File: src/rtl/fifo_pkg.sv
// Shared types and helpers for the FIFO read-side byte packer.
// Holds the packer FSM encoding and the keep-mask builder.
package fifo_pkg;

    typedef enum logic [1:0] {
        FILL,
        DRAIN,
        DONE
    } pk_state_e;

    localparam int PK_MAX_BYTES = 8;

    function automatic logic [PK_MAX_BYTES-1:0] keep_mask(
        input logic [3:0] cnt
    );
        logic [PK_MAX_BYTES-1:0] m;
        m = '0;
        for (int i = 0; i < PK_MAX_BYTES; i++) begin
            if (i < int'(cnt)) m[i] = 1'b1;
        end
        return m;
    endfunction

endpackage

File: src/rtl/fifo_rd_packer_if.sv
// FIFO read side, flush request and packed-word stream of the packer.
// master = packer, slave = surrounding FIFO/sink environment.
interface fifo_rd_packer_if #(
    parameter int BYTES = 4,
    parameter int DW    = 8
);
    logic                  fifo_empty;
    logic                  fifo_rd_en;
    logic [DW-1:0]         fifo_dout;
    logic                  flush;
    logic                  m_valid;
    logic                  m_ready;
    logic [BYTES*DW-1:0]   m_data;
    logic [BYTES-1:0]      m_keep;
    logic                  m_last;
    logic                  flush_done;

    modport master (
        input  fifo_empty, fifo_dout, flush, m_ready,
        output fifo_rd_en, m_valid, m_data, m_keep, m_last,
        output flush_done
    );

    modport slave (
        output fifo_empty, fifo_dout, flush, m_ready,
        input  fifo_rd_en, m_valid, m_data, m_keep, m_last,
        input  flush_done
    );
endinterface

File: src/rtl/pk_out_reg.sv
// Valid/ready holding register for packed words.
// free_o says a load may happen on this edge without losing a word.
module pk_out_reg #(
    parameter int W = 32,
    parameter int K = 4
) (
    input  logic         clk,
    input  logic         rst_n,
    input  logic         load_i,
    input  logic [W-1:0] data_i,
    input  logic [K-1:0] keep_i,
    input  logic         last_i,
    input  logic         ready_i,
    output logic         valid_o,
    output logic [W-1:0] data_o,
    output logic [K-1:0] keep_o,
    output logic         last_o,
    output logic         free_o
);
    logic         valid_q;
    logic [W-1:0] data_q;
    logic [K-1:0] keep_q;
    logic         last_q;

    assign free_o  = !valid_q || ready_i;
    assign valid_o = valid_q;
    assign data_o  = data_q;
    assign keep_o  = keep_q;
    assign last_o  = last_q;

    always_ff @(posedge clk) begin
        if (!rst_n) begin
            valid_q <= 1'b0;
            data_q  <= '0;
            keep_q  <= '0;
            last_q  <= 1'b0;
        end else if (load_i) begin
            valid_q <= 1'b1;
            data_q  <= data_i;
            keep_q  <= keep_i;
            last_q  <= last_i;
        end else if (ready_i) begin
            valid_q <= 1'b0;
        end
    end
endmodule

File: src/rtl/fifo_rd_packer.sv
// Reads bytes from sp_fifo and packs them little-endian into BYTES-wide
// words; flush forces out a partial word marked last.
module fifo_rd_packer
    import fifo_pkg::*;
#(
    parameter int BYTES = 4,
    parameter int DW    = 8
) (
    input logic              clk,
    input logic              rst_n,
    fifo_rd_packer_if.master bus
);
    localparam int CW = $clog2(BYTES + 1);
    localparam int W  = BYTES * DW;
    localparam logic [CW-1:0] FULL  = CW'(BYTES);
    localparam logic [CW-1:0] LASTL = CW'(BYTES - 1);
    localparam logic [BYTES-1:0] ALL = '1;

    pk_state_e      state_q, state_d;
    logic [CW-1:0]  cnt_q, cnt_d;
    logic [W-1:0]   acc_q, acc_d;
    logic           inflight_q;
    logic           run_q;
    logic           rd_en;
    logic           out_free;
    logic           ld;
    logic [W-1:0]   ld_data;
    logic [BYTES-1:0] ld_keep;
    logic           ld_last;

    // run_q holds off the first read until the cycle after reset release
    assign rd_en = rst_n && run_q && (state_q == FILL) &&
                   !bus.fifo_empty &&
                   (int'(cnt_q) + int'(inflight_q) < BYTES);

    assign bus.fifo_rd_en = rd_en;
    assign bus.flush_done = (state_q == DONE);

    always_ff @(posedge clk) begin
        if (!rst_n) begin
            state_q    <= FILL;
            cnt_q      <= '0;
            acc_q      <= '0;
            inflight_q <= 1'b0;
            run_q      <= 1'b0;
        end else begin
            state_q    <= state_d;
            cnt_q      <= cnt_d;
            acc_q      <= acc_d;
            inflight_q <= rd_en;
            run_q      <= 1'b1;
        end
    end

    always_comb begin
        state_d = state_q;
        cnt_d   = cnt_q;
        acc_d   = acc_q;
        ld      = 1'b0;
        ld_data = acc_q;
        ld_keep = '0;
        ld_last = 1'b0;

        if (inflight_q) begin
            acc_d[int'(cnt_q)*DW +: DW] = bus.fifo_dout;
            if (cnt_q == LASTL && out_free) begin
                ld      = 1'b1;
                ld_data = acc_d;
                ld_keep = ALL;
                cnt_d   = '0;
                acc_d   = '0;
            end else begin
                cnt_d = cnt_q + 1'b1;
            end
        end

        unique case (state_q)
            FILL: begin
                if (cnt_q == FULL && out_free) begin
                    ld      = 1'b1;
                    ld_data = acc_q;
                    ld_keep = ALL;
                    ld_last = bus.flush;
                    cnt_d   = '0;
                    acc_d   = '0;
                end
                if (bus.flush) state_d = DRAIN;
            end
            DRAIN: begin
                if (!inflight_q) begin
                    if (cnt_q == '0) begin
                        state_d = DONE;
                    end else if (out_free) begin
                        ld      = 1'b1;
                        ld_data = acc_q;
                        ld_keep = BYTES'(keep_mask(4'(cnt_q)));
                        ld_last = 1'b1;
                        cnt_d   = '0;
                        acc_d   = '0;
                        state_d = DONE;
                    end
                end
            end
            DONE:    state_d = FILL;
            default: state_d = FILL;
        endcase
    end

    pk_out_reg #(
        .W (W),
        .K (BYTES)
    ) u_out (
        .clk     (clk),
        .rst_n   (rst_n),
        .load_i  (ld),
        .data_i  (ld_data),
        .keep_i  (ld_keep),
        .last_i  (ld_last),
        .ready_i (bus.m_ready),
        .valid_o (bus.m_valid),
        .data_o  (bus.m_data),
        .keep_o  (bus.m_keep),
        .last_o  (bus.m_last),
        .free_o  (out_free)
    );
endmodule

File: src/flat_wrapper.sv
// flat-port wrapper written by rule: the top's interface ports become plain ports
module fifo_rd_packer_flat import fifo_pkg::*;
#(
    parameter int BYTES = 4,
    parameter int DW    = 8
)
  (clk, rst_n, bus_fifo_empty, bus_fifo_dout, bus_flush, bus_m_ready, bus_fifo_rd_en, bus_m_valid, bus_m_data, bus_m_keep, bus_m_last, bus_flush_done);
  fifo_rd_packer_if #(.BYTES(BYTES), .DW(DW)) bus_i ();
  input logic clk;
  input logic rst_n;
  input wire logic [$bits(bus_i.fifo_empty)-1:0] bus_fifo_empty;
  input wire logic [$bits(bus_i.fifo_dout)-1:0] bus_fifo_dout;
  input wire logic [$bits(bus_i.flush)-1:0] bus_flush;
  input wire logic [$bits(bus_i.m_ready)-1:0] bus_m_ready;
  output wire logic [$bits(bus_i.fifo_rd_en)-1:0] bus_fifo_rd_en;
  output wire logic [$bits(bus_i.m_valid)-1:0] bus_m_valid;
  output wire logic [$bits(bus_i.m_data)-1:0] bus_m_data;
  output wire logic [$bits(bus_i.m_keep)-1:0] bus_m_keep;
  output wire logic [$bits(bus_i.m_last)-1:0] bus_m_last;
  output wire logic [$bits(bus_i.flush_done)-1:0] bus_flush_done;
  assign bus_i.fifo_empty = bus_fifo_empty;
  assign bus_i.fifo_dout = bus_fifo_dout;
  assign bus_i.flush = bus_flush;
  assign bus_i.m_ready = bus_m_ready;
  assign bus_fifo_rd_en = bus_i.fifo_rd_en;
  assign bus_m_valid = bus_i.m_valid;
  assign bus_m_data = bus_i.m_data;
  assign bus_m_keep = bus_i.m_keep;
  assign bus_m_last = bus_i.m_last;
  assign bus_flush_done = bus_i.flush_done;
  fifo_rd_packer #(.BYTES(BYTES), .DW(DW)) u_core (.clk(clk), .rst_n(rst_n), .bus(bus_i));
endmodule
File: config.mk
export PLATFORM = sky130hd
export DESIGN_NAME = fifo_rd_packer_flat
export DESIGN_NICKNAME = d
export VERILOG_FILES = /design/src/rtl/fifo_pkg.sv /design/src/rtl/fifo_rd_packer_if.sv /design/src/rtl/pk_out_reg.sv /design/src/rtl/fifo_rd_packer.sv /design/src/flat_wrapper.sv
export SDC_FILE = /design/constraint.sdc
export NUM_CORES = 1
export LEC_CHECK = 0
export CORE_MARGIN = 8
export CORE_UTILIZATION = 48
export DETAILED_ROUTE_END_ITERATION = 10
export GPL_ROUTABILITY_DRIVEN = 0
export PLACE_DENSITY_LB_ADDON = 0.08
export SYNTH_ARGS = -nofsm -noshare
export SYNTH_HDL_FRONTEND = slang
export SYNTH_SLANG_ARGS = --single-unit
File: constraint.sdc
create_clock -name clk -period 2.2 [get_ports clk]
set_input_delay 0.33 -clock clk [delete_from_list [all_inputs] [get_ports clk]]
set_output_delay 0.33 -clock clk [all_outputs]
set_load 0.1 [all_outputs]
### Word level (Yosys, flattened, before mapping)

Cells that the tools add are included.
W data, S select, Z words.

| operators by class | value |
|---|---|
| $add $sub $neg | 3 |
| magnitude comparators | 5 |
| eq/ne operators | 7 |
| shifts and indexed selects | 2 |
| mux-type cells | 53 |
| reduce and logical (&&, ||, !) cells | 13 |

Operators with widths:

| operator | number |
|---|---|
| $mux W32 | 12 |
| $pmux W32 S2 | 2 |
| $neg A6 Y33 | 1 |
| $shift A8 B33 Y32 const A | 1 |
| $shiftx A8 B33 Y32 | 1 |
| $bwmux W32 | 1 |
| $lt A32 B4 Y1 const B | 1 |
| $mux W4 | 6 |
| $mux W3 | 6 |
| $mux W1 | 17 |
| $mux W2 | 4 |
| $pmux W4 S2 | 1 |
| $logic_and A1 B1 Y1 | 6 |
| $lt A1 B3 Y1 const A | 2 |
| $lt A2 B3 Y1 const A | 2 |
| $pmux W3 S2 | 1 |
| $add A3 B1 Y4 | 1 |
| $ne A2 B2 Y1 const B | 2 |
| $pmux W1 S2 | 2 |
| $pmux W2 S2 | 1 |
| $add A3 B1 Y3 const B | 1 |
| $eq A3 B2 Y1 const B | 1 |
| $eq A3 B3 Y1 const B | 1 |
| $logic_not A3 Y1 | 1 |
| other kinds (8) | 9 |

| storage, ports and cells | value |
|---|---|
| flip-flop bits (word level) | 77 |
| input bits | 13 |
| output and inout bits | 40 |
| logic and storage cells | 92 |

### Depth between registers and ports, before layout

| depth | value |
|---|---|
| word-level depth | 10 |
| depth in mapped cells | 10 |

### Modules after synthesis

A second synthesis with hierarchy kept.

| unflattened totals | value |
|---|---|
| cells, all modules | 306 |
| area total of the unflattened synthesis | 3515.9 um2 |

Modules (own cells, without submodules):

| module | times used | cells an instance | area each (um2) |
|---|---|---|---|
| fifo_rd_packer | 1 | 183 | 2060.7 |
| pk_out_reg | 1 | 123 | 1455.1 |

### Least setup slack after synthesis

OpenSTA, ideal clock, no wires.

| path | value |
|---|---|
| path type | register -> register |
| start | reg u_core.u_out.valid_q (netlist: u_core.u_out.valid_o) |
| end | reg u_core.u_out.keep_q[0] (netlist: u_core.u_out.keep_o[0]) |
| data arrival time | 2.289 ns |
| data required time | 2.081 ns |
| slack | -0.209 ns |
| stages on the path, launching flop included | 7 |
| path buffers | 2 |
| cells stage by stage | dfxtp_1 -> nor2b_1 -> buf_2 -> nor2b_1 -> or3_4 -> buf_6 -> o221a_2 |

| between the ends | value |
|---|---|
| longest elaborated chain between the ends | 9 |
| elaborated cells between the ends (all ways) | 18 |
| those cells by class | mux: 14; reduce/logical: 4 |

RTL lines:

| what | line | RTL |
|---|---|---|
| from (decl) | pk_out_reg.sv:20 | `logic valid_q;` |
| from (signal assigned) | pk_out_reg.sv:33 | `valid_q <= 1'b0;` |
| from (signal assigned) | pk_out_reg.sv:38 | `valid_q <= 1'b1;` |
| from (signal assigned) | pk_out_reg.sv:43 | `valid_q <= 1'b0;` |
| $logic_not A1 Y1 (*) | pk_out_reg.sv:25 | `assign free_o = !valid_q \|\| ready_i;` |
| $logic_or A1 B1 Y1 (*) | pk_out_reg.sv:25 |  |
| $logic_and A1 B1 Y1 | fifo_rd_packer.sv:66 | `if (cnt_q == LASTL && out_free) begin` |
| $mux W4 or $mux W1 (tied branches) | fifo_rd_packer.sv:66 |  |
| $mux W4 or $mux W1 (tied branches) | fifo_rd_packer.sv:64 | `if (inflight_q) begin` |
| $mux W4 or $mux W1 (tied branches) | fifo_rd_packer.sv:93 | `end else if (out_free) begin` |
| $mux W4 or $mux W1 (tied branches) | fifo_rd_packer.sv:91 | `if (cnt_q == '0) begin` |
| $mux W4 or $mux W1 (tied branches) | fifo_rd_packer.sv:90 | `if (!inflight_q) begin` |
| $pmux W4 S2 or $pmux W1 S2 (tied branches) | fifo_rd_packer.sv:77 | `unique case (state_q)` |
| to (signal assigned) | pk_out_reg.sv:40 | `keep_q <= keep_i;` |
| to (decl) | pk_out_reg.sv:22 | `logic [K-1:0] keep_q;` |

Mark *: on every way between the ends. The rest lies on a longest branch, timed or not.
A chain may end at the register's enable or synchronous reset.

### Final worst setup path

| path | value |
|---|---|
| start | reg u_core.cnt_q[0] |
| end | reg u_core.u_out.keep_q[0] (netlist: u_core.u_out.keep_o[0]) |

| between the ends | value |
|---|---|
| longest elaborated chain between the ends | 8 |
| elaborated cells between the ends (all ways) | 21 |
| those cells by class | order compare: 1; eq/ne: 2; mux: 15; reduce/logical: 3 |

RTL lines:

| what | line | RTL |
|---|---|---|
| from (decl) | fifo_rd_packer.sv:20 | `logic [CW-1:0] cnt_q, cnt_d;` |
| from (signal assigned) | fifo_rd_packer.sv:48 | `cnt_q <= cnt_d;` |
| $eq A3 B2 Y1 | fifo_rd_packer.sv:66 |  |
| $logic_and A1 B1 Y1 | fifo_rd_packer.sv:66 |  |
| $mux W4 or $mux W1 (tied branches) | fifo_rd_packer.sv:66 |  |
| $mux W4 or $mux W1 (tied branches) | fifo_rd_packer.sv:64 |  |
| $mux W4 or $mux W1 (tied branches) | fifo_rd_packer.sv:93 |  |
| $mux W4 or $mux W1 (tied branches) | fifo_rd_packer.sv:91 |  |
| $mux W4 or $mux W1 (tied branches) | fifo_rd_packer.sv:90 |  |
| $pmux W4 S2 or $pmux W1 S2 (tied branches) | fifo_rd_packer.sv:77 |  |

Parallel ways exist; a longest one is shown, timed or not.

==> impl_metrics.json <==
{
  "outcome": "finished, final reports clean",
  "netlist_instances": 387,
  "drive_above_1_share": 0.2412,
  "cts_num_sinks": 77,
  "cp.arrival_ns": 2.32,
  "n_antenna_cell": 0,
  "ys_top_cells_by_count": "dfxtp_1, nor2_1, nand2_1, o21ai_0, nand3_1",
  "chipWidth_um": 99.74,
  "worst_path_most_repeated_cell": "ha_1",
  "worstReg2RegStart": "u_core.cnt_q[0]$_SDFF_PN0_",
  "holdPathEnd": "u_core.u_out.data_o[22]$_SDFFE_PN0P_",
  "cp_cell_sequence": "inv_1 -> ha_1 -> ha_1 -> nor3b_2 -> nor2b_1 -> or3_4 -> buf_4 -> o221a_2",
  "instances_no_fill": 548,
  "initial_core_util": 0.4954,
  "clk_latency_ns": 0.34,
  "rrSetupSlack_ns": 0.12,
  "cp_max_fo": 8,
  "ys.flop_type": "dfxtp_1",
  "ctsRootBufferMaster": "clkbuf_8",
  "core-area_um2": 6794,
  "end_kind": "register",
  "yosys-top-cells-area": "dfxtp_1, nor2_1, nand2_1",
  "grtUsageMet2": 0.2689,
  "nFillCells": 589,
  "yosysSeqAreaShare": 0.4580,
  "ctsHtreeMaxLevel": 3,
  "fin_tns_setup_ns": 0,
  "r2r_end": "u_core.u_out.keep_o[0]$_SDFFE_PN0P_",
  "die_y_um": 99.74,
  "ant_nets": 0,
  "track_usage": 0.1773,
  "final_core_util": 0.6250,
  "grt_overflow": 0,
  "drt_first_iter_violations": 123,
  "vias": 2901,
  "syn_area_um2": 3366,
  "cap_violations": 0,
  "leakage_nw": 1.646,
  "grt-busiest-layer": "met2",
  "hold_depth": 2,
  "synth.most_common_cell": "dfxtp_1",
  "grt_pass1_vias": 2806,
  "dp_hpwl_um": 5949,
  "synth_nets": 404,
  "cp-start-kind": "register",
  "cp.required_ns": 2.44,
  "placed_cells": 531,
  "period_minus_slack_ns": 2.076,
  "vias_per_cell": 5.294,
  "port_buffers": 52,
  "use_met1": 0.2335,
  "layout.nets": 465,
  "crit_type": "reg -> reg",
  "rows": 30,
  "cts_max_path_buffers": 2,
  "postCtsHoldBufs": 0,
  "total_power_mw": 2.787,
  "finalHoldViolCount": 0,
  "synth-seq-cells": 77,
  "grt_max_degree": 34,
  "io_pins": 53,
  "peakVddDrop_mv": 0.4910,
  "crit_path_max_incr_delay_ns": 0.44,
  "min_from": "u_core.u_out.data_o[22]$_SDFFE_PN0P_",
  "worst_r2r_path_depth": 8,
  "wl_per_cell_um": 15.59,
  "cp_slowest_cell": "or3_4",
  "power_density_nw_per_um2": 656.3,
  "path_clk_slew_ns": 0.08,
  "cts_tree": "done",
  "finalSetupViolCount": 0,
  "drt-total-wl_um": 8544,
  "cts_buffers": 9,
  "synthDistinctLibCells": 44,
  "antenna_found_initial": 0,
  "yosys.area.top_type": "dfxtp_1",
  "maxSlewHeadroom": 0.5493,
  "yosysWarnings": 0,
  "first_pass_iters": 4,
  "maxSlewViolCount": 0,
  "fin_crit_sh": 0.9437,
  "areaGrowthSynthToFinish_pct": 26.17,
  "grt_pass1_wl_um": 14170,
  "async_flop_share": 0,
  "drcViolationCount": 0,
  "dieArea_um2": 9947,
  "use_met3": 0.05726,
  "worst_pin_slew_ns": 0.6753,
  "max_freq_mhz": 481.7,
  "synth_top_area_share": 0.4580,
  "hold_class": "reg -> reg",
  "syn_avg_cell_area_um2": 8.697,
  "skew_ns": 0.006452,
  "synth_enable_flop_cells": 0
}
kinds of logic after synthesis:
group	count (synthesis)	synth area share
simple gates	158	0.2201
fa+ha+maj	4	0.01487
buf+inv	32	0.05167
flops	77	0.4580
compound gates	96	0.1955
xor+xnor	2	0.005205
mux	18	0.05464
repair_timing:
action / CTS / global route
setup buffers: 0 / 2
gates resized for setup: 0 / 12
setup endpoints to repair: 0 / 45
per-stage QoR:
step | hold WS [ns] | instance area [um2] | setup slack (ns)
6_report | 0.4554 | 4247 | 0.1238
5_1_grt | 0.4720 | 4247 | -0.0009988
4_1_cts | 0.4569 | 4185 | 0.05315
3_5_place_dp | 0.4463 | 3980 | 0.08354
3_3_place_gp | 0.4384 | 3980 | 0.07331
2_1_floorplan | 0.3577 | 3369 | 0.01622
worst max-delay path by stage:
stage | end | slack (ns) | cells after the start | startpoint
after floorplan | u_core.u_out.data_o[30]$_SDFFE_PN0P_ | 0.02 | 10 | u_core.cnt_q[0]$_SDFF_PN0_
after global placement | u_core.u_out.data_o[30]$_SDFFE_PN0P_ | 0.07 | 9 | u_core.cnt_q[0]$_SDFF_PN0_
after detailed placement | u_core.u_out.data_o[30]$_SDFFE_PN0P_ | 0.08 | 9 | u_core.cnt_q[0]$_SDFF_PN0_
after CTS | u_core.u_out.data_o[30]$_SDFFE_PN0P_ | 0.05 | 9 | u_core.cnt_q[0]$_SDFF_PN0_
after global routing | u_core.u_out.data_o[23]$_SDFFE_PN0P_ | -0.001 | 10 | u_core.cnt_q[0]$_SDFF_PN0_
final | u_core.u_out.keep_o[0]$_SDFFE_PN0P_ | 0.12 | 8 | u_core.cnt_q[0]$_SDFF_PN0_
per-layer routing:
layer / part of all wire / vias to the layer above
li1: - / 1458
met1: 0.48 / 1362
met2: 0.45 / 71
met3: 0.057 / 10
met4: 0.014 / 0
met5: 0 / -
final cells by class:
cell class	count	area, um2	area share
multi-input combinational	278	1714	0.4037
sequential	77	1543	0.3633
timing repair buffer	76	641.9	0.1511
clock buffer	11	131.4	0.03094
tap	96	120.1	0.02829
clock inverter	4	73.82	0.01738
inverter	6	22.52	0.005303
flip-flops by register name (all words and copies together) (netlist names), 2 cells and up:
name / flops
u_core.state_q: 2
u_core.u_out.keep_o: 4
u_core.cnt_q: 3
u_core.u_out.data_o: 32
u_core.acc_q: 32
critical path, delay by kind of cell, from the launching register on:
| family | cells | cell delay (ns) |
|---|---|---|
| and+or+nand+nor | 3 | 0.76 |
| adders and majority gates | 2 | 0.42 |
| DFF | 1 | 0.33 |
| AOI/OAI and AO/OA | 1 | 0.25 |
| buffers and inverters | 2 | 0.21 |
power breakdown:
group          total [mW]  switching (mW)  internal [mW]
combinational       0.233           0.147         0.0864
clock                1.14           0.503          0.634
sequential           1.42          0.0101           1.41
total                2.79           0.660           2.13
placed cells by master, fill, tap and decap left out, types with 14 or more instances in the layout:
master / count
a22oi_1: 17
a21oi_1: 17
dfxtp_1: 76
nor2_1: 57
nand2_1: 53
buf_4: 60
a21boi_1: 15
mux2i_1: 14
nand3_1: 20
o21ai_0: 23
Power figures use the tool's default switching activity.
